--- config.mk ---
export PLATFORM = sky130hd
export DESIGN_NAME = decode_issue_ctrl
export DESIGN_NICKNAME = d
export VERILOG_FILES = /design/src/rtl/decode_pkg.sv /design/src/rtl/decode_issue_ctrl_imm_class_decode.sv /design/src/rtl/decode_issue_ctrl.sv
export SDC_FILE = /design/constraint.sdc
export NUM_CORES = 1
export LEC_CHECK = 0
export BUFFER_PORTS_ARGS = -buffer_cell sky130_fd_sc_hd__buf_2
export CAP_MARGIN = 20
export CORE_MARGIN = 2
export CORE_UTILIZATION = 50
export DETAILED_ROUTE_END_ITERATION = 12
export GPL_TIMING_DRIVEN = 0
export PLACE_DENSITY = 0.73
export SYNTH_ARGS = -nofsm -noshare
export SYNTH_HDL_FRONTEND = slang
export SYNTH_SLANG_ARGS = --single-unit
--- constraint.sdc ---
create_clock -name clk -period 3.7 [get_ports clk]
set_input_delay 0.74 -clock clk [delete_from_list [all_inputs] [get_ports clk]]
set_output_delay 0.74 -clock clk [all_outputs]
set_load 0.02 [all_outputs]
--- src/rtl/decode_pkg.sv ---
// Shared decode definitions: RV32 opcodes, 4-bit class codes, sequencer states, packet type.
package decode_pkg;
   localparam logic [6:0] OPC_LOAD     = 7'b0000011;
   localparam logic [6:0] OPC_MISC_MEM = 7'b0001111;
   localparam logic [6:0] OPC_OP_IMM   = 7'b0010011;
   localparam logic [6:0] OPC_AUIPC    = 7'b0010111;
   localparam logic [6:0] OPC_STORE    = 7'b0100011;
   localparam logic [6:0] OPC_OP       = 7'b0110011;
   localparam logic [6:0] OPC_LUI      = 7'b0110111;
   localparam logic [6:0] OPC_BRANCH   = 7'b1100011;
   localparam logic [6:0] OPC_JALR     = 7'b1100111;
   localparam logic [6:0] OPC_JAL      = 7'b1101111;
   localparam logic [6:0] OPC_SYSTEM   = 7'b1110011;

   localparam logic [3:0] CLS_NONE    = 4'd0;
   localparam logic [3:0] CLS_R       = 4'd1;
   localparam logic [3:0] CLS_I_ALU   = 4'd2;
   localparam logic [3:0] CLS_LOAD    = 4'd3;
   localparam logic [3:0] CLS_STORE   = 4'd4;
   localparam logic [3:0] CLS_BRANCH  = 4'd5;
   localparam logic [3:0] CLS_JAL     = 4'd6;
   localparam logic [3:0] CLS_JALR    = 4'd7;
   localparam logic [3:0] CLS_LUI     = 4'd8;
   localparam logic [3:0] CLS_AUIPC   = 4'd9;
   localparam logic [3:0] CLS_FENCE   = 4'd10;
   localparam logic [3:0] CLS_SYSTEM  = 4'd11;
   localparam logic [3:0] CLS_ILLEGAL = 4'd12;

   typedef enum logic [1:0] {ST_EMPTY = 2'd0, ST_ONE = 2'd1, ST_TWO = 2'd2} state_e;

   typedef struct packed {
      logic [31:0] instr;
      logic [31:0] pc;
      logic [31:0] imm;
      logic [3:0]  cls;
      logic        ill;
   } pkt_t;
endpackage

--- src/rtl/decode_issue_ctrl_imm_class_decode.sv ---
// Combinational instr -> {immediate, class, illegal} mapping for RV32 base opcodes.
module imm_class_decode
   import decode_pkg::*;
(
   input  logic [31:0] instr,
   output logic [31:0] imm,
   output logic [3:0]  cls,
   output logic        illegal
);
   logic [31:0] imm_i;
   logic [2:0]  funct3;

   assign funct3 = instr[14:12];
   assign imm_i  = {{20{instr[31]}}, instr[31:20]};

   always_comb begin
      imm     = '0;
      cls     = CLS_ILLEGAL;
      illegal = 1'b0;
      unique case (instr[6:0])
         OPC_OP_IMM: begin
            cls = CLS_I_ALU;
            // shifts carry funct7 in [31:25]; only the shamt is the immediate
            imm = (funct3 == 3'b001 || funct3 == 3'b101) ? {27'b0, instr[24:20]} : imm_i;
         end
         OPC_LOAD:     begin cls = CLS_LOAD;  imm = imm_i; end
         OPC_MISC_MEM: begin cls = CLS_FENCE; imm = imm_i; end
         OPC_JALR:     begin cls = CLS_JALR;  imm = imm_i; end
         OPC_STORE: begin
            cls = CLS_STORE;
            imm = {{20{instr[31]}}, instr[31:25], instr[11:7]};
         end
         OPC_BRANCH: begin
            cls = CLS_BRANCH;
            imm = {{19{instr[31]}}, instr[31], instr[7], instr[30:25], instr[11:8], 1'b0};
         end
         OPC_LUI:   begin cls = CLS_LUI;   imm = {instr[31:12], 12'b0}; end
         OPC_AUIPC: begin cls = CLS_AUIPC; imm = {instr[31:12], 12'b0}; end
         OPC_JAL: begin
            cls = CLS_JAL;
            imm = {{11{instr[31]}}, instr[31], instr[19:12], instr[20], instr[30:21], 1'b0};
         end
         OPC_OP:     cls = CLS_R;
         OPC_SYSTEM: cls = CLS_SYSTEM;
         default: begin
            cls     = CLS_ILLEGAL;
            illegal = 1'b1;
         end
      endcase
   end
endmodule

--- src/rtl/decode_issue_ctrl.sv ---
// Decode-stage sequencer: 2-entry skid buffer (output reg + skid reg) with flush and decode.
// Optional perf counters enabled with `define DECODE_PERF_CNT_EN.
module decode_issue_ctrl
   import decode_pkg::*;
#(
   parameter int XLEN        = 32,
   parameter bit FLUSH_DRAIN = 1'b0
) (
   input  logic            clk,
   input  logic            rst_n,
   input  logic            in_valid,
   output logic            in_ready,
   input  logic [XLEN-1:0] in_instr,
   input  logic [XLEN-1:0] in_pc,
   output logic            out_valid,
   input  logic            out_ready,
   output logic [XLEN-1:0] out_instr,
   output logic [XLEN-1:0] out_pc,
   output logic [XLEN-1:0] out_imm,
   output logic [3:0]      out_class,
   output logic            out_illegal,
   input  logic            flush
`ifdef DECODE_PERF_CNT_EN
   ,
   output logic [31:0]     perf_issued,
   output logic [31:0]     perf_stall,
   output logic [31:0]     perf_illegal
`endif
);
   pkt_t   in_pkt, out_q, out_d, skid_q, skid_d;
   state_e state_q, state_d;
   logic   out_valid_q, out_valid_d, in_ready_q, in_ready_d;
   logic   in_xfer, out_xfer;

   imm_class_decode u_dec (
      .instr   (in_instr),
      .imm     (in_pkt.imm),
      .cls     (in_pkt.cls),
      .illegal (in_pkt.ill)
   );
   assign in_pkt.instr = in_instr;
   assign in_pkt.pc    = in_pc;

   assign in_xfer  = in_valid && in_ready_q;
   assign out_xfer = out_valid_q && out_ready;

   always_comb begin
      state_d     = state_q;
      out_d       = out_q;
      skid_d      = skid_q;
      out_valid_d = out_valid_q;
      unique case (state_q)
         ST_EMPTY: if (in_xfer) begin
            out_d = in_pkt; out_valid_d = 1'b1; state_d = ST_ONE;
         end
         ST_ONE: begin
            if (in_xfer && out_xfer) out_d = in_pkt;
            else if (in_xfer) begin
               skid_d = in_pkt; state_d = ST_TWO;
            end else if (out_xfer) begin
               out_valid_d = 1'b0; state_d = ST_EMPTY;
            end
         end
         ST_TWO: if (out_xfer) begin
            out_d = skid_q; state_d = ST_ONE;
         end
         default: state_d = ST_EMPTY;
      endcase
      in_ready_d = (state_d != ST_TWO);
      // flush wins over any concurrent input; the dropped word is never decoded into state
      if (flush) begin
         state_d     = ST_EMPTY;
         out_valid_d = 1'b0;
         in_ready_d  = !FLUSH_DRAIN;
      end
   end

   always_ff @(posedge clk or negedge rst_n) begin
      if (!rst_n) begin
         state_q     <= ST_EMPTY;
         out_q       <= '0;
         skid_q      <= '0;
         out_valid_q <= 1'b0;
         in_ready_q  <= 1'b1;
      end else begin
         state_q     <= state_d;
         out_q       <= out_d;
         skid_q      <= skid_d;
         out_valid_q <= out_valid_d;
         in_ready_q  <= in_ready_d;
      end
   end

   assign in_ready    = in_ready_q;
   assign out_valid   = out_valid_q;
   assign out_instr   = out_q.instr;
   assign out_pc      = out_q.pc;
   assign out_imm     = out_q.imm;
   assign out_class   = out_q.cls;
   assign out_illegal = out_q.ill;

`ifdef DECODE_PERF_CNT_EN
   logic [31:0] perf_issued_q, perf_issued_d, perf_stall_q, perf_stall_d;
   logic [31:0] perf_illegal_q, perf_illegal_d;

   always_comb begin
      perf_issued_d  = perf_issued_q + {31'b0, out_xfer};
      perf_stall_d   = perf_stall_q + {31'b0, (out_valid_q && !out_ready)};
      perf_illegal_d = perf_illegal_q + {31'b0, (out_xfer && out_q.ill)};
   end

   always_ff @(posedge clk or negedge rst_n) begin
      if (!rst_n) begin
         perf_issued_q  <= '0;
         perf_stall_q   <= '0;
         perf_illegal_q <= '0;
      end else begin
         perf_issued_q  <= perf_issued_d;
         perf_stall_q   <= perf_stall_d;
         perf_illegal_q <= perf_illegal_d;
      end
   end

   assign perf_issued  = perf_issued_q;
   assign perf_stall   = perf_stall_q;
   assign perf_illegal = perf_illegal_q;
`endif
endmodule

Word-level counts from Yosys, hierarchy flattened. Index checks and enable logic that the tools add are counted.

Reduce and logical (&&, ||, !) cells: 13. Bitwise operators: 1. Multiplexer cells: 22. Equality and inequality tests: 23.

Operators with widths (count): $mux 101 (3); $pmux 101 s3 (1); $pmux 32 s6 (1); $pmux 4 s11 (1); $mux 32 (1); $eq 7x7->1 const B (4); $eq 7x6->1 const B (3); $eq 7x5->1 const B (2); $mux 2 (6); $ne 3x3->1 const B (4); $reduce_or 11->1 (1); $ne 2x2->1 const B (4); $eq 7x2->1 const B (1); $eq 7x4->1 const B (1); $mux 1 (7); $pmux 2 s3 (1); $reduce_bool 3->1 (2); $reduce_and 5->1 (1); $reduce_and 4->1 (1); $eq 3x1->1 const B (1); $eq 3x3->1 const B (1); $logic_and 1x1->1 (3); $reduce_and 3->1 (1); $reduce_or 3->1 (1); 7 further kinds (7).

Word-level logic and storage cells: 72. Flip-flop bits (word level): 206. Output and inout bits: 103.

Logic depth before layout (Yosys ltp).
Depth in word-level cells: 7. Mapped depth: 8. Gate-level depth less buffers: 5.

Hierarchy. Synthesis repeated with hierarchy kept, for this count alone.

Cells, all modules: 687. Area, all modules: 10294.9 um^2.

By module, submodules not included: decode_issue_ctrl (area an instance 9497.9 um^2, seq. area each 5156.2 um^2, times used 1, cells an instance 562); imm_class_decode (area an instance 797.0 um^2, seq. area each 0.0 um^2, times used 1, cells an instance 125).

Worst setup path before layout. No wires, ideal clock.

Kind: input port to flip-flop. From: in in_instr[3]. To: reg out_q (netlist bit out_imm[12]). Path buffers: 2. Cell stages on the path: 7. Data required time: 3.618 ns. Arrival: 1.976 ns. Slack: 1.642 ns. Cells stage by stage: buf_2 or2_1 nor3b_2 o31ai_4 and2_1 buf_6 a22oi_2.

Cells in the longest elaborated chain, start to end: 5. Elaborated cells between the ends (all ways): 15. Those cells by class: 9 x eq/ne; 4 x mux; 2 x reduce/logical.

Ends and longest elaborated chain: start, declared (RTL line decode_issue_ctrl.sv:13) `input logic [XLEN-1:0] in_instr,`; $eq 7x2->1, or another cell as far along (RTL line decode_issue_ctrl_imm_class_decode.sv:20) `unique case (instr[6:0])`; $reduce_or 3->1 (no source line) or $reduce_or 2->1 (tied branches); $pmux 32 s6 (*) (RTL line decode_issue_ctrl_imm_class_decode.sv:20); $mux 101, on equally long branches (RTL line decode_issue_ctrl.sv:57, decode_issue_ctrl.sv:53); $pmux 101 s3 (*) (RTL line decode_issue_ctrl.sv:52) `unique case (state_q)`; end signal, assigned (RTL line decode_issue_ctrl.sv:87) `out_q <= out_d;`; end, declared (RTL line decode_issue_ctrl.sv:30) `pkt_t in_pkt, out_q, out_d, skid_q, skid_d;`.

Every way passes the cells marked *; elsewhere a longest branch is shown, timed or not. The select of a mux whose other input is x is not followed. A chain may end at the register's enable or synchronous reset.

Worst setup path after layout.
From: reg state_q[1]. To: reg skid_q[94] (netlist bit).

Cells in the longest elaborated chain, start to end: 2.

Ends and longest elaborated chain: start, declared (RTL line decode_issue_ctrl.sv:31) `state_e state_q, state_d;`; start signal, assigned (RTL line decode_issue_ctrl.sv:86) `state_q <= state_d;`; $eq 2x1->1 (RTL line decode_issue_ctrl.sv:52); $reduce_and 3->1 (no source line); end signal, assigned (RTL line decode_issue_ctrl.sv:88) `skid_q <= skid_d;`; end, declared (RTL line decode_issue_ctrl.sv:30).

No other way between the ends.

==> results.txt <==
----------------------------------------------------
[Status]
  Result of the run ... completed

[Routing]
  Number of nets still failing antenna checks after routing ... 0
  Drt total wl ... 25000 um
  Average detailed-routed wire length per instance ... 17.1 um
  Detailed-route via count ... 8024
  Number of DRC markers after the initial detailed-route iteration ... 580
  First-pass detailed-route iteration total ... 8
  Drt via density ... 5.48
  Remaining design rule violation count ... 0

[Clock network]
  H-tree Lvls ... 1
  CTS Root Cell ... sky130_fd_sc_hd__clkbuf_16
  Clock Path Buffers ... 3
  Clock-pin slew on the worst setup and hold paths ... 0.06 ns
  Setup bufs post-CTS ... 0
  TritonCTS clock tree ... built
  Clock sink count ... 206
  Quantity of gates resized following cts ... 0
  Total clock buffers created by CTS ... 23
  Count of hold-fix buffers inserted at cts ... 0
  Clock network latency to the later pin of the worst-skew pair ... 0.51 ns

[Setup path]
  Startpoint type of the worst setup path ... register
  Critical R2R Launch ... state_q[1]$_DFF_PN0_
  Data arrival at the endpoint of the critical path ... 2.67 ns
  Slowest CP cell ... sky130_fd_sc_hd__clkbuf_1
  Cell mode on critical path ... sky130_fd_sc_hd__clkbuf_1
  Sequence of cells on the critical path ... and3b_1, nand3_1, clkbuf_1, clkbuf_1, nand2_1, o21ai_0
  Classification of the worst setup path ... register to register
  Maximum fanout along the worst path ... 10
  CP endpoint kind ... register
  Worst reg2reg setup slack ... 1.46 ns
  Depth of the worst register-to-register path ... 6
  Crit path from ... state_q[1]$_DFF_PN0_
  Required arrival time at the worst endpoint ... 4.12 ns
  Maximum cell stage delay along the critical path ... 0.61 ns
  FF-to-FF End ... skid_q[94]$_DFFE_PN0P_

[Global route]
  Initial antenna violation count ... 0
  First-pass GRT wire length ... 40600 um
  GRT Overall Usage ... 25.8%
  Number of global-route vias before repair ... 7706
  Overflow left after global routing ... 0
  Maximum number of pins on one net before global-route repair ... 105

[Synthesis]
  Sequential area share after synthesis ... 56.7%
  Top cell type's share of synthesized area ... 56.4%
  Flip-flop and latch count after synthesis ... 206
  Share of synthesized registers carrying an async set or reset ... 100%
  Net count after synthesis ... 1097
  EDFF count, synth ... 0
  Predominant post-synthesis flop cell ... sky130_fd_sc_hd__dfrtp_1
  Leading cell types by total area after synthesis ... sky130_fd_sc_hd__dfrtp_1 (56%), sky130_fd_sc_hd__nand2_1 (15%), sky130_fd_sc_hd__a31oi_1 (6.3%)
  Count of distinct cell types in the synthesized netlist ... 58
  Syn_area_per_cell ... 8.84 um^2
  Instance count of the mapped netlist ... 1028
  Dominant cell type by area after synthesis ... sky130_fd_sc_hd__dfrtp_1
  Count of warnings emitted by yosys ... 0
  Cell area after synthesis ... 0.00909 mm^2

[STA]
  Worst hold slack across all endpoints ... 0.272 ns
  Count of final setup violators ... 0
  Count of endpoints failing hold in the final timing report ... 0
  Final-layout setup total negative slack ... 0 ns
  Final critical delay including setup and external delays ... 2.24 ns
  Slew @ Worst Pin ... 0.796 ns
  Setup WS post-layout ... 1.46 ns
  Max-slew violation count ... 0
  Period utilization ... 60.7%
  Highest clock rate ... 445 MHz
  Setup repair after global routing missed its margin ... no
  Skew final ... 0.00794 ns
  Tightest slew margin relative to the limit ... 47.0%

[Power and ir drop]
  Power per standard cell area ... 667 mW/mm^2
  Share of power burned in the clock network ... 29.0%
  Internal cell power ... 4.87 mW
  Power share of the combinational group ... 25.5%
  Peak supply drop ... 460 uV
  Switching Fraction ... 33.4%
  Proportion of power drawn by flip-flops and latches ... 45.5%
  Net Sw Power ... 2.44 mW
  Overall power ... 7.31 mW
  Leakage power of the design ... 5.24 nW

[Floorplanning]
  Die height ... 139 um
  Chip Width ... 139 um
  Initial core utilization ... 50.8%
  Die area ... 0.0193 mm^2
  Number of core rows ... 49
  Top-Level Pins ... 172
  Core area ... 0.0179 mm^2

[Job]
  Number of violations of the max-capacitance limit ... 0

[Hold path]
  Kind of path behind the tightest hold check ... input pin to asynchronous set/reset pin

[Place]
  Placer congestion estimate ... 0.869
  Dpl hpwl ... 17400 um
  Worst slack after detailed placement ... 1.12 ns
  Buffers added on ports ... 168

[Layout]
  Layout overhead on the synthesized area ... 20.5%
  Number of nets in the finished design ... 1291
  Area occupied by registers ... 0.00516 mm^2
  Area occupied by multi-input gates ... 0.00356 mm^2
  Number of antenna diodes ... 0
  Proportion of layout cells with a drive suffix above 1 ... 20.6%
  Core occupancy in the finished layout ... 61.2%
  Final-layout fill cell count ... 1603

----------------------------------------------------
[registers in the layout, summed over array words and instances, names as in the netlist]
name         cells
in_ready         1
out_class        4
out_instr       32
out_imm         32
out_pc          32
out_illegal      1
skid_q         101
out_valid        1
state_q          2
[per-layer routing]
layer  global-route usage, %  share of wire, %  wire length [um]  vias to the layer above
li1                        -                 -                 -                     3845
met1                    37.0                44             11100                     3848
met2                    42.1                47             11800                      293
met3                    4.14               6.7              1680                       38
met4                    5.69               1.6               406                        0
met5                       0                 0                 0                        -
[area by class of cell]
| cell class | instances | area share [%] |
|---|---|---|
| multi-input combinational | 737 | 32.6 |
| clock buffer | 34 | 6.18 |
| clock inverter | 3 | 0.171 |
| inverter | 10 | 0.343 |
| timing repair buffer | 169 | 8.02 |
| buffer | 75 | 3.02 |
| sequential | 206 | 47.1 |
| tap | 229 | 2.62 |
[synthesized netlist by cell type, types with 7 or more instances]
cell type                  instances
sky130_fd_sc_hd__a31oi_1          91
sky130_fd_sc_hd__dfrtp_1         205
sky130_fd_sc_hd__clkbuf_1         46
sky130_fd_sc_hd__o22ai_1           7
sky130_fd_sc_hd__inv_1            10
sky130_fd_sc_hd__o21ai_0          47
sky130_fd_sc_hd__a22oi_1          15
sky130_fd_sc_hd__a22oi_2           8
sky130_fd_sc_hd__nand2_1         370
sky130_fd_sc_hd__buf_2            27
sky130_fd_sc_hd__a21oi_1          11
sky130_fd_sc_hd__nor2_1          106
[logic make-up after synthesis]
group	count (synthesis)	share of synthesized area (%)
compound gates	216	15.8
xor+xnor	1	0.0964
buf+inv	85	4.05
flops	206	56.7
mux	2	0.234
simple gates	518	23.1
[cell usage in the layout (no fill, tap or decap), types with 3 or more instances in the layout]
cell / synthesis / final
sky130_fd_sc_hd__a22oi_1: 15 / 15
sky130_fd_sc_hd__clkbuf_1: 46 / 51
sky130_fd_sc_hd__a211oi_1: 3 / 3
sky130_fd_sc_hd__nand3b_1: 3 / 3
sky130_fd_sc_hd__o21ai_1: 4 / 4
sky130_fd_sc_hd__a21oi_1: 11 / 11
sky130_fd_sc_hd__a22o_1: 6 / 6
sky130_fd_sc_hd__buf_2: 27 / 194
sky130_fd_sc_hd__dfrtp_1: 205 / 205
sky130_fd_sc_hd__nand2b_1: 3 / 3
sky130_fd_sc_hd__clkbuf_16: 0 / 23
sky130_fd_sc_hd__o22ai_1: 7 / 7
sky130_fd_sc_hd__a31oi_1: 91 / 91
sky130_fd_sc_hd__nand3_1: 4 / 4
sky130_fd_sc_hd__and3_1: 6 / 6
sky130_fd_sc_hd__o211ai_1: 6 / 6
sky130_fd_sc_hd__o21ai_0: 47 / 47
sky130_fd_sc_hd__nand2_1: 370 / 370
sky130_fd_sc_hd__nor2_1: 106 / 106
sky130_fd_sc_hd__a22oi_2: 8 / 8
sky130_fd_sc_hd__inv_1: 10 / 10
sky130_fd_sc_hd__clkbuf_8: 0 / 6
sky130_fd_sc_hd__nor2b_1: 5 / 5
[how the worst max path moves through the flow]
stage                           endpoint  slack, ns  cells after the start
2_1_floorplan    out_imm[12]$_DFFE_PN0P_       1.64                      7
3_3_place_gp     out_imm[24]$_DFFE_PN0P_      -1.61                      1
3_5_place_dp       skid_q[4]$_DFFE_PN0P_       1.12                      6
4_1_cts        out_instr[22]$_DFFE_PN0P_       1.48                      6
5_1_grt            skid_q[4]$_DFFE_PN0P_       1.27                      5
6_report          skid_q[94]$_DFFE_PN0P_       1.46                      6
[worst max-delay path: cells and delay by family, from the launching register on]
| kind | cells | cell delay [ns] |
|---|---|---|
| compound gates | 1 | 0.09 |
| simple gates | 3 | 0.50 |
| buf+inv | 2 | 1.12 |
| flops | 1 | 0.45 |
[through the flow]
stage | cell area, um^2 | std cells
final | 10900 | 1463
after global routing | 10900 | 1463
after CTS | 10900 | 1463
after detailed placement | 10300 | 1426
after global placement | 10200 | 1425
after floorplan | 9090 | 1028
[power groups by stage]
| stage | registers (mW) | logic [mW] | clock network [mW] |
|---|---|---|---|
| floorplan | 3.63 | 0.876 | 0 |
| global placement | 3.33 | 1.82 | 0 |
| detailed placement | 3.35 | 1.87 | 0 |
| CTS | 3.32 | 1.88 | 2.15 |
| global route | 3.40 | 2.07 | 2.24 |
| finish | 3.33 | 1.86 | 2.12 |
Note: power is estimated with default switching activity, not from simulation.
